<file path="config.mk">
export PLATFORM = sky130hd
export DESIGN_NAME = register_file_mp_flat
export DESIGN_NICKNAME = d
export VERILOG_FILES = /design/src/rtl/register_file_mp_if.sv /design/src/rtl/register_file_mp.sv /design/src/flat_wrapper.sv
export SDC_FILE = /design/constraint.sdc
export NUM_CORES = 2
export LEC_CHECK = 0
export BUFFER_PORTS_ARGS = -buffer_cell sky130_fd_sc_hd__buf_2
export CAP_MARGIN = 20
export CORE_MARGIN = 10
export CORE_UTILIZATION = 31
export DETAILED_ROUTE_END_ITERATION = 10
export HOLD_SLACK_MARGIN = 0.05
export PLACE_DENSITY_LB_ADDON = 0.3
export SLEW_MARGIN = 20
export SYNTH_ARGS = -nofsm -noshare
export SYNTH_HDL_FRONTEND = slang
export SYNTH_SLANG_ARGS = --single-unit
export TNS_END_PERCENT = 10
</file>
<file path="constraint.sdc">
create_clock -name clk -period 54.1 [get_ports clk]
set_clock_uncertainty 0.2 [all_clocks]
set_input_delay 10.82 -clock clk [delete_from_list [all_inputs] [get_ports clk]]
set_output_delay 10.82 -clock clk [all_outputs]
set_load 0.005 [all_outputs]
</file>
<file path="src/rtl/register_file_mp_if.sv">
// Bus bundle for register_file_mp: read, write and reservation ports plus
// the registered read results and scoreboard bits.
interface register_file_mp_if #(
    parameter int unsigned DATA_WIDTH = 64,
    parameter int unsigned DEPTH      = 16,
    parameter int unsigned ADDR_WIDTH = $clog2(DEPTH),
    parameter int unsigned NUM_READ   = 2,
    parameter int unsigned NUM_WRITE  = 2
);
    logic [NUM_READ-1:0]             read_en;
    logic [NUM_READ*ADDR_WIDTH-1:0]  raddr;
    logic [NUM_READ*DATA_WIDTH-1:0]  rdata;
    logic [NUM_READ-1:0]             rvalid;
    logic [NUM_WRITE-1:0]            write_en;
    logic [NUM_WRITE*ADDR_WIDTH-1:0] waddr;
    logic [NUM_WRITE*DATA_WIDTH-1:0] wdata;
    logic                            reserve_en;
    logic [ADDR_WIDTH-1:0]           reserve_addr;
    logic [DEPTH-1:0]                busy;

    // Issue/writeback side
    modport master (
        output read_en, raddr, write_en, waddr, wdata, reserve_en, reserve_addr,
        input  rdata, rvalid, busy
    );

    // Register file side
    modport slave (
        input  read_en, raddr, write_en, waddr, wdata, reserve_en, reserve_addr,
        output rdata, rvalid, busy
    );
endinterface

</file>
<file path="src/rtl/register_file_mp.sv">
// Multi-port register file with registered reads, same-cycle write/reserve
// bypass, highest-index write-port priority, optional zero register and a
// per-entry busy scoreboard.
module register_file_mp #(
    parameter int unsigned DATA_WIDTH = 64,
    parameter int unsigned DEPTH      = 16,
    parameter int unsigned ADDR_WIDTH = $clog2(DEPTH),
    parameter int unsigned NUM_READ   = 2,
    parameter int unsigned NUM_WRITE  = 2,
    parameter int unsigned ZERO_REG   = 0
) (
    input  logic               clk,
    input  logic               reset,
    register_file_mp_if.slave  bus
);

    logic [DATA_WIDTH-1:0]          r_mem [DEPTH];
    logic [DEPTH-1:0]               r_busy;
    logic [NUM_READ*DATA_WIDTH-1:0] r_rdata;
    logic [NUM_READ-1:0]            r_rvalid;

    logic [DATA_WIDTH-1:0]          w_mem_next [DEPTH];
    logic [DEPTH-1:0]               w_busy_next;
    logic [NUM_READ*DATA_WIDTH-1:0] w_rd_data;
    logic [NUM_READ-1:0]            w_rd_busy;

    // Next storage/scoreboard state: writes in ascending port order so the
    // highest index wins; reservation applied last so it overrides a write.
    always_comb begin
        for (int k = 0; k < int'(DEPTH); k++) begin
            w_mem_next[k] = r_mem[k];
        end
        w_busy_next = r_busy;
        for (int j = 0; j < int'(NUM_WRITE); j++) begin
            if (bus.write_en[j] &&
                !(ZERO_REG != 0 && bus.waddr[j*ADDR_WIDTH +: ADDR_WIDTH] == '0)) begin
                w_mem_next[bus.waddr[j*ADDR_WIDTH +: ADDR_WIDTH]] =
                    bus.wdata[j*DATA_WIDTH +: DATA_WIDTH];
                w_busy_next[bus.waddr[j*ADDR_WIDTH +: ADDR_WIDTH]] = 1'b0;
            end
        end
        if (bus.reserve_en && !(ZERO_REG != 0 && bus.reserve_addr == '0)) begin
            w_busy_next[bus.reserve_addr] = 1'b1;
        end
    end

    // Read ports look at next state, which gives the zero-cycle bypass.
    // Entry 0 under ZERO_REG is never written or reserved, so it reads 0/idle.
    always_comb begin
        w_rd_data = '0;
        w_rd_busy = '0;
        for (int i = 0; i < int'(NUM_READ); i++) begin
            w_rd_data[i*DATA_WIDTH +: DATA_WIDTH] =
                w_mem_next[bus.raddr[i*ADDR_WIDTH +: ADDR_WIDTH]];
            w_rd_busy[i] = w_busy_next[bus.raddr[i*ADDR_WIDTH +: ADDR_WIDTH]];
        end
    end

    // Storage and scoreboard registers
    always_ff @(posedge clk or posedge reset) begin
        if (reset) begin
            for (int k = 0; k < int'(DEPTH); k++) begin
                r_mem[k] <= '0;
            end
            r_busy <= '0;
        end else begin
            for (int k = 0; k < int'(DEPTH); k++) begin
                r_mem[k] <= w_mem_next[k];
            end
            r_busy <= w_busy_next;
        end
    end

    // Registered read results; a port without read_en holds its last result
    always_ff @(posedge clk or posedge reset) begin
        if (reset) begin
            r_rdata  <= '0;
            r_rvalid <= '0;
        end else begin
            for (int i = 0; i < int'(NUM_READ); i++) begin
                if (bus.read_en[i]) begin
                    r_rdata[i*DATA_WIDTH +: DATA_WIDTH] <= w_rd_data[i*DATA_WIDTH +: DATA_WIDTH];
                    r_rvalid[i] <= !w_rd_busy[i];
                end
            end
        end
    end

    assign bus.rdata  = r_rdata;
    assign bus.rvalid = r_rvalid;
    assign bus.busy   = r_busy;

endmodule

</file>
<file path="src/flat_wrapper.sv">
// flat-port wrapper written by rule: the top's interface ports become plain ports
module register_file_mp_flat 
#(
    parameter int unsigned DATA_WIDTH = 64,
    parameter int unsigned DEPTH      = 16,
    parameter int unsigned ADDR_WIDTH = $clog2(DEPTH),
    parameter int unsigned NUM_READ   = 2,
    parameter int unsigned NUM_WRITE  = 2,
    parameter int unsigned ZERO_REG   = 0
)
  (clk, reset, bus_read_en, bus_raddr, bus_write_en, bus_waddr, bus_wdata, bus_reserve_en, bus_reserve_addr, bus_rdata, bus_rvalid, bus_busy);
  register_file_mp_if #(.DATA_WIDTH(DATA_WIDTH), .DEPTH(DEPTH), .ADDR_WIDTH(ADDR_WIDTH), .NUM_READ(NUM_READ), .NUM_WRITE(NUM_WRITE)) bus_i ();
  input  logic clk;
  input  logic reset;
  input wire logic [$bits(bus_i.read_en)-1:0] bus_read_en;
  input wire logic [$bits(bus_i.raddr)-1:0] bus_raddr;
  input wire logic [$bits(bus_i.write_en)-1:0] bus_write_en;
  input wire logic [$bits(bus_i.waddr)-1:0] bus_waddr;
  input wire logic [$bits(bus_i.wdata)-1:0] bus_wdata;
  input wire logic [$bits(bus_i.reserve_en)-1:0] bus_reserve_en;
  input wire logic [$bits(bus_i.reserve_addr)-1:0] bus_reserve_addr;
  output wire logic [$bits(bus_i.rdata)-1:0] bus_rdata;
  output wire logic [$bits(bus_i.rvalid)-1:0] bus_rvalid;
  output wire logic [$bits(bus_i.busy)-1:0] bus_busy;
  assign bus_i.read_en = bus_read_en;
  assign bus_i.raddr = bus_raddr;
  assign bus_i.write_en = bus_write_en;
  assign bus_i.waddr = bus_waddr;
  assign bus_i.wdata = bus_wdata;
  assign bus_i.reserve_en = bus_reserve_en;
  assign bus_i.reserve_addr = bus_reserve_addr;
  assign bus_rdata = bus_i.rdata;
  assign bus_rvalid = bus_i.rvalid;
  assign bus_busy = bus_i.busy;
  register_file_mp #(.DATA_WIDTH(DATA_WIDTH), .DEPTH(DEPTH), .ADDR_WIDTH(ADDR_WIDTH), .NUM_READ(NUM_READ), .NUM_WRITE(NUM_WRITE), .ZERO_REG(ZERO_REG)) u_core (.clk(clk), .reset(reset), .bus(bus_i));
endmodule
</file>
[After elaboration in Yosys (flattened, before gate mapping)]
Cells that the tools add are included.
Cells by class
  reduce and logical (&&, ||, !) cells: 7
  $lt $le $gt $ge: 14
  add/subtract/negate cells: 0
  $mul: 0
  bitwise logic cells: 9
  eq/ne operators: 0
  shift-type cells: 0
  div/mod/pow operators: 0
  muxes and demuxes: 27
Operators by type and width (number)
  $bwmux 1024: 2
  $mux 1024: 2
  $bmux 64 s4: 2
  $demux 64 s4: 2
  $mux 64: 6
  $mux 16: 3
  $and 16x16->16: 2
  $not 16->16: 2
  $lt 4x5->1 const B: 5
  $ge 5x5->1 const B: 4
  $not 4->5: 4
  $or 16x16->16: 1
  $demux 1 s4: 3
  $ge 4x1->1 const B: 3
  $lt 5x1->1 const B: 2
  $bmux 1 s4: 2
  $logic_and 1x1->1: 5
  $mux 1: 5
  $logic_not 1->1: 2
Storage, ports and cells
  memories kept: 0
  word-level logic and storage cells: 78
  memory bits (read-only): 0
  bits in registers: 1170
  output and inout bits: 146
  bits of input ports: 155
  bits in latches: 0
  bits in writable memories: 0

[Depth between registers and ports, before layout]
  depth in word-level cells: 14
  gate-level depth with buffers: 13
  depth with buffers taken out: 7

[Least setup slack after synthesis]
No wires, ideal clock.
  path type: input -> register
  start point: in bus_waddr[3]
  end point: reg u_core.r_rdata[21] (netlist: u_core.bus.rdata[21])
  required time: 53.774 ns
  stages: 10
  data arrival time: 12.777 ns
  setup time: 0.126 ns
  path buffers: 4
  path slack: 40.997 ns
  cells stage by stage: buf_2 or4b_1 clkbuf_1 buf_2 buf_2 o221ai_1 nand2_1 o221ai_1 a2111oi_0 a221o_1
RTL lines
  start: declaration: line flat_wrapper.sv:18  | input wire logic [$bits(bus_i.waddr)-1:0] bus_waddr;
  end signal: indexed assignment: line register_file_mp.sv:82  | r_rdata[i*DATA_WIDTH +: DATA_WIDTH] <= w_rd_data[i*DATA_WIDTH +: DATA_WIDTH];
  end: declaration: line register_file_mp.sv:19  | logic [NUM_READ*DATA_WIDTH-1:0] r_rdata;

==> summary.md <==
For the number of slew-limit violations in the final report, the log shows 0. The synthesized design contains 0 enable-type register cells. The tools report the buffer type at the clock tree root as sky130_fd_sc_hd__clkbuf_16. At the pin with the least slew margin, the transition time is 1.31 ns. The switching power as a share of total power came out at 0.345.

The logs give 46 for the number of antenna violations at the first check in global routing and 51.79 ns for the worst reg-to-reg setup slack. Compared with the post-synthesis result, the final layout area differs by 11.1%. The floorplan step defined a core boundary enclosing 222,000 um2. The clock power share was 0.330. Based on the critical path, the design can be clocked at up to 67.3 MHz. The cts-stage hold buffer count is 0, and the number of buffers added on ports is 300.

The number of ports placed on the die boundary came out at 301. Setup repair after global routing left no endpoint under its margin. The remaining antenna violation count after routing was 0; the number of setup buffers added after CTS was 0. The synthesized netlist contains 82 unique library cells. The data arrival at the endpoint of the critical path is 15.30 ns, and the number of buffers created by CTS is 139. The sequential share of power was 0.398; the clock sink total was 1,170.

For the part of the power in combinational logic, the log shows 0.271. The logs give 0.0316 mV for the worst supply voltage drop on vdd and 210,000 um for the sum of net half-perimeters after detailed placement. The final setup violation count was 0.

The Yosys step of the flow raised 0 warnings. The multi-input combinational cells in the finished layout cover a total of 35,500 um2. After the last flow step, the layout net total stands at 7,089. The final layout contains routed wiring with a total length of 386,000 um. The final cycle utilization of the critical path was 0.275; the detail-routed via count per cell was 7.22.

The sequential cells in the finished layout cover a total of 29,300 um2. The launching element type of the critical path was a primary input. Synthesis handed over a netlist of 7,298 instances. The DRC violation count after routing is 0, and the depth of the CTS H-tree is 4. The number of detailed-routing iterations run before antenna repair is 7.

The most used flip-flop cell after synthesis is sky130_fd_sc_hd__dfrtp_1. After filler insertion, the fill cell instance count of the layout stands at 22,700. The first global-routing pass estimated 534,000 um of wire. The tools report the internal power component as 1.91 mW. The worst-case headroom to the max-slew limit was 0.126. The run finished with clean final reports. The number of global-route vias before repair was 68,800; the pin count of the biggest net entering global routing was 165. The logs give 72,500 for the detailed-route via count and 0 ns for the final-layout setup total negative slack. The total overflow left after global routing is 0. The height of the chip was 492 um; the synthesized area per cell was 9.47 um2. The routed design could run at a clock period as short as 14.87 ns. Post-cts gate resize count: 0. The number of nets handed over by synthesis was 7,453. Total count of hold-check failures in the final report: 0. The count of max-cap constraint violations is 0. The worst setup path is of the primary input to register kind. The full die area was 242,000 um2.

After clock tree synthesis, the clock-pin slew on the worst setup and hold paths is 0.06 ns. STA classifies the critical path endpoint as a register. After detailed routing, the average wire length per cell comes to 38.5 um. For the overall fraction of global-route tracks in use, the log shows 0.299.

The detailed router's first-iteration violation count was 12,900; the cell area after technology mapping was 69,100 um2. The path class of the tightest hold or removal check is register to register. The later pin in the worst-skew pair is clocked with a latency of 0.82 ns.

The data required time at the worst endpoint came out at 54.54 ns. The analysis attributes to net switching a power of 1.01 mW. At the end of routability-driven placement, the weighted congestion stood at 0.931.

The tools report the reported leakage power as 30.5 nW. The run gives 0.423 as the proportion of synthesized chip area in sequential cells. The power density over the cells was 38.0 nW/um2. Synthesis inferred 1,170 register bits.

The deepest clock path buffer count was 3. The largest fanout of any net on the critical path is 35. The share of final-layout standard cells stronger than drive strength 1 is 0.134, and the number of core rows is 173. Initial core utilization: 0.311. For the final cell utilization of the core, the log shows 0.346. TritonCTS built the clock tree. The x dimension of the die was 492 um; the share of synthesized flip-flops with an asynchronous set or reset was 1.00.
-- critical path, stage by stage --
cell and delay [ns]:
sky130_fd_sc_hd__buf_2 0.36, sky130_fd_sc_hd__nand3b_1 0.78, sky130_fd_sc_hd__nor2_8 1.09, sky130_fd_sc_hd__buf_4 0.95
sky130_fd_sc_hd__mux2i_1 0.27, sky130_fd_sc_hd__o22ai_1 0.19, sky130_fd_sc_hd__o2111a_1 0.33, sky130_fd_sc_hd__o21ai_0 0.20
sky130_fd_sc_hd__o221ai_1 0.21
-- worst paths after layout --
check	from	endpoint	cells after the start
setup / recovery	bus_waddr[1]	u_core.bus.rdata[88]$_DFFE_PP0P_	9
hold / removal	u_core.bus.rdata[16]$_DFFE_PP0P_	u_core.bus.rdata[16]$_DFFE_PP0P_	2
setup reg to reg	u_core.r_mem[664]$_DFF_PP0_	u_core.bus.rdata[88]$_DFFE_PP0P_	6
hold reg to reg	u_core.bus.rdata[16]$_DFFE_PP0P_	u_core.bus.rdata[16]$_DFFE_PP0P_	2
max in group asynchronous	reset	u_core.r_mem[881]$_DFF_PP0_	5
min in group asynchronous	reset	u_core.bus.rdata[88]$_DFFE_PP0P_	2
-- cells by family after synthesis --
logic type / Yosys count / share of synthesized area
compound gates: 3267 / 0.342
simple gates: 1036 / 0.0696
mux: 630 / 0.0934
flops: 1170 / 0.423
buf+inv: 1195 / 0.0720
-- cell usage after synthesis (all sizes together), types with 65 or more instances --
library cell	number	area (um2)
mux2i	561	5620
o22ai	634	4170
nand2	286	1090
nand3	92	465
dfrtp	1170	29300
o21ai	550	2750
a32oi	65	569
clkbuf	711	2670
a21oi	420	2100
a211oi	144	1080
o22a	175	1530
nor2	393	1570
a22oi	66	495
nand2b	66	413
o221ai	539	4720
buf	260	1470
inv	223	837
o32ai	178	1570
-- per-layer routing --
metal	wire length (um)	vias to the layer above	global-route usage	share of wire
met3	58700	1796	0.125	0.15
met5	116	-	0	0.00030
met2	157000	7083	0.416	0.41
met4	29600	14	0.197	0.077
met1	141000	35600	0.377	0.36
li1	-	28000	-	-
-- power groups by stage --
stage	combinational [mW]	sequential (mW)	clock (mW)
floorplan	0.525	1.16	0
global placement	0.744	1.17	0
detailed placement	0.758	1.17	0
CTS	0.761	1.16	0.959
global route	0.844	1.18	0.997
finish	0.793	1.16	0.966
-- cells in the final DEF (no fill, tap or decap), drive strengths merged, types with 216 or more instances in the layout --
| cell type | count |
|---|---|
| o221ai | 539 |
| buf | 466 |
| inv | 225 |
| mux2i | 561 |
| clkbuf | 216 |
| dfrtp | 1170 |
| nor2 | 393 |
| o21ai | 550 |
| o22ai | 634 |
| nand2 | 286 |
| a21oi | 420 |
-- through the flow --
step / power (mW) / setup WS (ns) / hold WS, ns / std cells / instance area, um2
finish: 2.92 / 39.23 / 0.299 / 10000 / 76800
global route: 3.02 / 39.25 / 0.329 / 10000 / 76800
CTS: 2.88 / 39.48 / 0.301 / 10000 / 76700
detailed placement: 1.93 / 38.65 / 0.282 / 9766 / 72200
global placement: 1.91 / 38.68 / 0.281 / 9762 / 72100
floorplan: 1.69 / 10.12 / 0.279 / 7298 / 69100
-- registers in the layout, summed over array words and instances (netlist names) --
name and cells:
u_core.bus.rdata 128, u_core.bus.rvalid 2, u_core.r_mem 1024, u_core.bus.busy 16
-- final cells by class --
class | instances | share of cell area
Clock inverter | 21 | 0.00329
Antenna cell | 32 | 0.00104
Sequential cell | 1170 | 0.381
Clock buffer | 216 | 0.0545
Multi-Input combinational cell | 4933 | 0.462
Inverter | 224 | 0.0111
Timing Repair Buffer | 466 | 0.0380
Tap cell | 2975 | 0.0485
No activity file was read; power rests on OpenSTA's default activity.
